<file path="src/rtl/byte_packer.sv">
// Packs bytes popped from an upstream FIFO into 32-bit words (first byte in lane 0),
// emitting partial words on an explicit flush or after an idle timeout.
module byte_packer #(
  parameter int unsigned FLUSH_TIMEOUT = 16
) (
  input  logic        clk,
  input  logic        rst,
  input  logic [7:0]  fifo_dout,
  input  logic        fifo_empty,
  output logic        fifo_rd_en,
  input  logic        flush,
  output logic [31:0] word_out,
  output logic [2:0]  word_bytes,
  output logic        word_valid,
  input  logic        word_ready
);

  typedef enum logic [1:0] {FILL, HOLD, DRAIN} state_t;

  state_t          state, state_nxt;
  logic [3:0][7:0] asm_r;
  logic [2:0]      cnt;
  logic            infl;
  logic [7:0]      idle;

  logic tmo, drain_req, emit_ready, out_free, xfer, rd_req;

  always_comb begin
    tmo        = (idle == 8'(FLUSH_TIMEOUT));
    // A full word is emitted regardless, so flush/timeout only matter below four bytes.
    drain_req  = (state == FILL) && (cnt != 3'd4) &&
                 ((flush && ((cnt != 3'd0) || infl)) || (tmo && (cnt != 3'd0)));
    out_free   = !word_valid || word_ready;
    emit_ready = (cnt == 3'd4) || ((state == DRAIN) && !infl && (cnt != 3'd0));
    xfer       = emit_ready && out_free;
    rd_req     = (state == FILL) && !drain_req && (({1'b0, cnt} + {3'b000, infl}) < 4'd4);
    fifo_rd_en = rst && rd_req && !fifo_empty;

    state_nxt = state;
    case (state)
      FILL: begin
        if (drain_req)                        state_nxt = DRAIN;
        else if ((cnt == 3'd4) && !out_free)  state_nxt = HOLD;
      end
      HOLD:    if (xfer) state_nxt = FILL;
      DRAIN:   if (xfer || ((cnt == 3'd0) && !infl)) state_nxt = FILL;
      default: state_nxt = FILL;
    endcase
  end

  always_ff @(posedge clk or negedge rst) begin
    if (!rst) begin
      state      <= FILL;
      asm_r      <= '0;
      cnt        <= '0;
      infl       <= 1'b0;
      idle       <= '0;
      word_out   <= '0;
      word_bytes <= '0;
      word_valid <= 1'b0;
    end else begin
      state <= state_nxt;
      infl  <= fifo_rd_en;
      // Transfer never coincides with a capture: cnt==4 implies no pop in flight,
      // and a drain transfer waits for infl to clear.
      if (xfer) begin
        word_out   <= asm_r;
        word_bytes <= cnt;
        word_valid <= 1'b1;
        asm_r      <= '0;
        cnt        <= '0;
      end else begin
        if (word_valid && word_ready) word_valid <= 1'b0;
        if (infl) begin
          asm_r[cnt[1:0]] <= fifo_dout;
          cnt             <= 3'(cnt + 3'd1);
        end
      end
      if (infl || (cnt == 3'd0) || (state != FILL) || xfer) idle <= '0;
      else if (!tmo)                                         idle <= 8'(idle + 8'd1);
    end
  end

endmodule

</file>
<file path="config.mk">
export PLATFORM = sky130hd
export DESIGN_NAME = byte_packer
export DESIGN_NICKNAME = d
export VERILOG_FILES = /design/src/rtl/byte_packer.sv
export SDC_FILE = /design/constraint.sdc
export NUM_CORES = 1
export LEC_CHECK = 0
export CORE_MARGIN = 5
export CORE_UTILIZATION = 40
export DETAILED_ROUTE_END_ITERATION = 10
export GPL_TIMING_DRIVEN = 0
export HOLD_SLACK_MARGIN = 0.03
export PLACE_DENSITY = 0.71
export SLEW_MARGIN = 5
export SYNTH_ARGS = -nofsm -noshare
export SYNTH_HDL_FRONTEND = slang
export SYNTH_SLANG_ARGS = --single-unit
</file>
<file path="constraint.sdc">
create_clock -name clk -period 2.2 [get_ports clk]
set_input_delay 0.44 -clock clk [delete_from_list [all_inputs] [get_ports clk]]
set_output_delay 0.44 -clock clk [all_outputs]
set_load 0.01 [all_outputs]
</file>
Word-level counts from Yosys, hierarchy flattened
Cells that the tools add are included.
Storage, ports and cells
  output and inout bits: 37
  logic and storage cells: 77
  register bits: 82
  bits of input ports: 13
Operators by class
  muxes and demuxes: 16
  add/sub/neg operators: 3
  equal/unequal tests: 9
  reduce and logical (&&, ||, !) cells: 35
  order comparisons: 3
Operators with widths (count)
  $mux 32: 2
  $bwmux 32: 1
  $mux 8: 3
  $demux 8 s2: 1
  $logic_and 1x1->1: 15
  $add 8x1->8 const B: 1
  $eq 8x5->1 const B: 1
  $logic_or 1x1->1: 8
  $mux 2: 4
  $mux 3: 2
  $pmux 2 s3: 1
  $reduce_bool 2->1: 3
  $logic_not 1->1: 5
  $add 3x1->4: 1
  $lt 4x3->1 const B: 1
  $ne 2x1->1 const B: 2
  $add 3x1->3 const B: 1
  $eq 3x3->1 const B: 1
  $logic_not 3->1: 1
  $lt 2x3->1 const B: 1
  $ne 3x2->1 const B: 1
  $ne 3x3->1 const B: 1
  $reduce_and 3->1: 1
  $reduce_bool 3->1: 1
  6 further kinds: 7

Longest topological paths before layout
  depth after elaboration: 10
  mapped depth: 9
  depth with buffers taken out: 6

Worst setup path after synthesis
OpenSTA, ideal clock, no wires.
  path kind: register -> output
  start point: register cnt[0]
  end point: output port fifo_rd_en
  buffers on the path: 1
  setup slack: 249 ps
  required time: 1760 ps
  stages on the path, launching flop included: 7
  data arrival time: 1511 ps
  path through: dfrtp_1 inv_1 ha_1 buf_4 and2_1 o221ai_1 a311oi_1
Between the ends
  cells in the longest elaborated chain, start to end: 10
  elaborated cells between the ends (all ways): 15
  classes of those cells: add/sub (1); order compare (1); eq/ne (1); reduce/logical (12)
RTL lines
  start: declaration: RTL line 22  | logic [2:0] cnt;
  start signal: assignment: RTL line 76  | cnt <= 3'(cnt + 3'd1);
  branches (longest 7 deep; another with $add 3x1->4)
  $logic_and 1x1->1 (*): RTL line 36  | rd_req = (state == FILL) && !drain_req && (({1'b0, cnt} + {3'b000, infl}) < 4'd4);
  $logic_and 1x1->1 (*) (2 in a row): RTL line 37  | fifo_rd_en = rst && rd_req && !fifo_empty;
  end: declaration: RTL line 10  | output logic fifo_rd_en,
Mark *: on every way between the ends.

Final worst setup path
  start point: register idle[3]
  end point: output port fifo_rd_en
Between the ends
  cells in the longest elaborated chain, start to end: 9
RTL lines
  start: declaration: RTL line 24  | logic [7:0] idle;
  start signal: assignment: RTL line 80  | else if (!tmo) idle <= 8'(idle + 8'd1);
  $eq 8x5->1: RTL line 29  | tmo = (idle == 8'(FLUSH_TIMEOUT));
  $logic_and 1x1->1: RTL line 32  | ((flush && ((cnt != 3'd0) || infl)) || (tmo && (cnt != 3'd0)));
  $logic_or 1x1->1: RTL line 32
  $logic_and 1x1->1: RTL line 31  | drain_req = (state == FILL) && (cnt != 3'd4) &&
  $logic_not 1->1: RTL line 36
  $logic_and 1x1->1 (2 in a row): RTL line 36
  $logic_and 1x1->1 (2 in a row): RTL line 37
Every way passes these cells.

==> metrics.md <==
| Metric | Value |
|---|---|
| Peak supply drop | roughly 0.00066 V |
| Critical path class | reg2out |
| H-tree levels | 3 |
| Cell Rows | 34 |
| Die height | 104 µm |
| Post-Layout Cell Count | roughly 500 |
| Largest stage delay, worst path | 0.44 ns |
| Reg2Reg Depth | 9 |
| Worst-path clk slew | 0.09 ns |
| Initial DRC count | between 150 and 200 |
| Seq/Total Area, Yosys | about three fifths |
| WL final | 8380 µm |
| Cell variety after synth | 40 |
| CP arrival | between 1.5 and 2 ns |
| Layout Skew | 0.0122 ns |
| Hold endpoint | word_out[10]$_DFFE_PN0N_ |
| Antenna diodes | 0 |
| Share of the synthesized area in the top cell type | around three fifths |
| Final setup fails | 1 |
| Mean routed wirelength per cell | 16.8 µm |
| Worst-path fanout max | 5 |
| Hold Fails Final Rpt | 0 |
| Register bit total from synthesis | 82 |
| GRT Util Overall | between 10% and 20% |
| GP Congestion | slightly below 0.8 |
| Fin. max-slew vios | 0 |
| Final nets | about 400 |
| Power Density | around 1300 nW/µm² |
| Hold Startpoint | word_out[10]$_DFFE_PN0N_ |
| First-pass DRT Iterations | 4 |
| Initial antenna violation count | 0 |
| EDFF count, synth | 0 |
| Critical Path, Cell by Cell | nor4_1 -> nand4b_1 -> o221ai_4 -> a311oi_2 -> buf_2 |
| Reg2Reg Setup Slack | about 0.11 ns |
| Placed Area | approximately 4200 µm² |
| Post-route ant nets | 0 |
| CTS tree | done |
| Initial Util | 40.8% |
| Hold slack final | between 0.4 and 0.5 ns |
| Synth top cells by count | dfrtp_1, nand2_1, nand3_1 |
| Vias per inst | around 5.3 |
| Status | complete, but fails checks |
| CP startpoint | idle[3]$_DFFE_PN0P_ |
| Layout cells sized above 1 | about 20% |
| Worst skew pair latency | around 0.36 ns |
| Synth Flop Type | dfrtp_1 |
| GRT overflow | 0 |
| Area leader, netlist | dfrtp_1 |
| Post-Syn Area | ~3500 µm² |
| Syn avg cell area | 11.5 µm² |
| Vias in the first global route | 2620 |
| Final instance area | around 4700 µm² |
| Most common cell in the netlist | dfrtp_1 |
| Final period utilization | 100% |
| RSZ-0062 raised after global routing | true |
| Ranking of synthesized cells by area | dfrtp_1, mux2_1, nand3_1 |
| Largest net degree at the start of global routing | 44 |
| Net Count, Synth | approximately 320 |
| DR vias | between 2000 and 3000 |
| Synth-to-Final Area Change | 34.4% |
| Global-route wire length before repair | between 10000 and 15000 µm |
| Failing checks | setup timing |
| LEAKAGE | 2.13 nW |
| Die X-Extent | between 100 and 150 µm |
| Sink Count | 82 |
| Number of port buffers | approximately 50 |
| CTS buffer count | 9 |
| Worst R2R Start | cnt[0]$_DFFE_PN0P_ |
| IO Count | 50 |
| Clk buf depth | 2 |
| Period minus WS final | 2.21 ns |
| Placed insts | between 400 and 500 |
| Setup crit end kind | output port |
| Critical Path RT | 1.76 ns |
| CP startpoint kind | register |
| Synth warn | 0 |
| Relative slew slack | between 60% and 70% |
| Fmax | between 0.4 and 0.5 GHz |
| Max_cap viols | 0 |
| Min-Delay Path Class | reg2reg |
| Post-Syn Instances | around 300 |
| Slowest-stage cell, CP | dfrtp_1 |
| Fin worst setup slack | -0.00802 ns |
| Core area | about 8600 µm² |
| Reg-to-reg endpoint | word_out[21]$_DFFE_PN0N_ |
| Worst-Margin Slew | roughly 0.47 ns |
| Synth async-reset ratio | 100% |
| Fillcell total | about 740 |
| Final HPWL from detailed placement | roughly 5200 µm |
| Die ar. | between 10000 and 15000 µm² |
| Hold depth | 1 |
| CTS root buffer | clkbuf_8 |
| DRC | 0 |
kinds of logic after synthesis:
kind of cell               count (synthesis)  share of synthesized area [%]
xor gates and xnor gates                   9                           2.24
muxes                                     37                           11.8
DFF                                       82                           58.3
buffers and inverters                     25                           3.98
and+or+nand+nor                          101                           14.2
adders and majority gates                  6                           2.13
AOI/OAI and AO/OA                         45                           7.46
where the power goes:
| group | internal, mW | leakage, nW | switching, mW |
|---|---|---|---|
| clock network | 0.544 | 0.102 | 0.590 |
| logic | 1.47 | 0.914 | 1.24 |
| registers | 2.01 | 1.11 | 0.307 |
worst max-delay path by stage:
stage | to | slack, ns | cells past startpoint
2_1_floorplan | fifo_rd_en | 0.25 | 6
3_3_place_gp | fifo_rd_en | -3.23 | 4
3_5_place_dp | fifo_rd_en | -0.61 | 4
4_1_cts | fifo_rd_en | -0.01 | 7
5_1_grt | fifo_rd_en | -0.11 | 6
6_report | fifo_rd_en | -0.008 | 5
cells in the final DEF, fill, tap and decap left out, drive strengths merged, types with 4 or more instances in the layout:
master	netlist	routed
a21oi	35	35
buf	14	32
clkbuf	5	17
clkdlybuf4s50	0	47
dfrtp	82	82
ha	6	6
inv	6	9
mux2	35	35
nand2	40	40
nand3	35	35
nor2	13	14
xnor2	4	4
xor2	5	5
through the flow:
stage / TNS, ns / setup slack [ns] / power (mW) / util, %
CTS: -0.0115 / -0.0115 / 5.73 / 52.4
global route: -0.108 / -0.108 / 6.52 / 54.8
floorplan: 0 / 0.249 / 3.52 / -
detailed placement: -0.609 / -0.609 / 4.38 / 48.2
finish: -0.00802 / -0.00802 / 6.16 / 54.8
global placement: -180.76 / -3.23 / 4.31 / 48.0
timing repair:
action | in CTS | in global routing
gates cloned | 0 | 4
hold buffers | 2 | 0
hold endpoints to repair | 43 | 0
gates resized for setup | 19 | 19
pin swaps | 3 | 2
buffers inserted | 8 | 8
setup endpoints to repair | 1 | 31
registers in the layout (all words and copies together) (netlist names):
register and flops:
cnt 3, word_bytes 3, word_valid 1, idle 8, asm_r 32, infl 1
word_out 32, state 2
layer usage:
| metal | GRT usage, % | vias to the layer above | part of all wire [%] |
|---|---|---|---|
| li1 | - | 1218 | - |
| met1 | 18.9 | 1310 | 42 |
| met2 | 24.3 | 83 | 50 |
| met3 | 4.60 | 15 | 6.2 |
| met4 | 5.18 | 0 | 2.0 |
| met5 | 0 | - | 0 |
critical path: cells and delay by family (launching register included):
| kind | cells | cell delay [ns] |
|---|---|---|
| buf+inv | 1 | 0.16 |
| flops | 1 | 0.44 |
| simple gates | 2 | 0.53 |
| compound gates | 2 | 0.28 |
cell type report:
cell class	count	area (µm²)	share of cell area (%)
Buffer	17	125	2.64
Clock buffer	9	124	2.62
Clock inverter	7	83.8	1.77
Inverter	6	22.5	0.476
Multi-Input combinational cell	199	1430	30.3
Sequential cell	82	2060	43.4
Tap cell	108	135	2.86
Timing Repair Buffer	71	752	15.9
No activity file was read; power rests on OpenSTA's default activity.
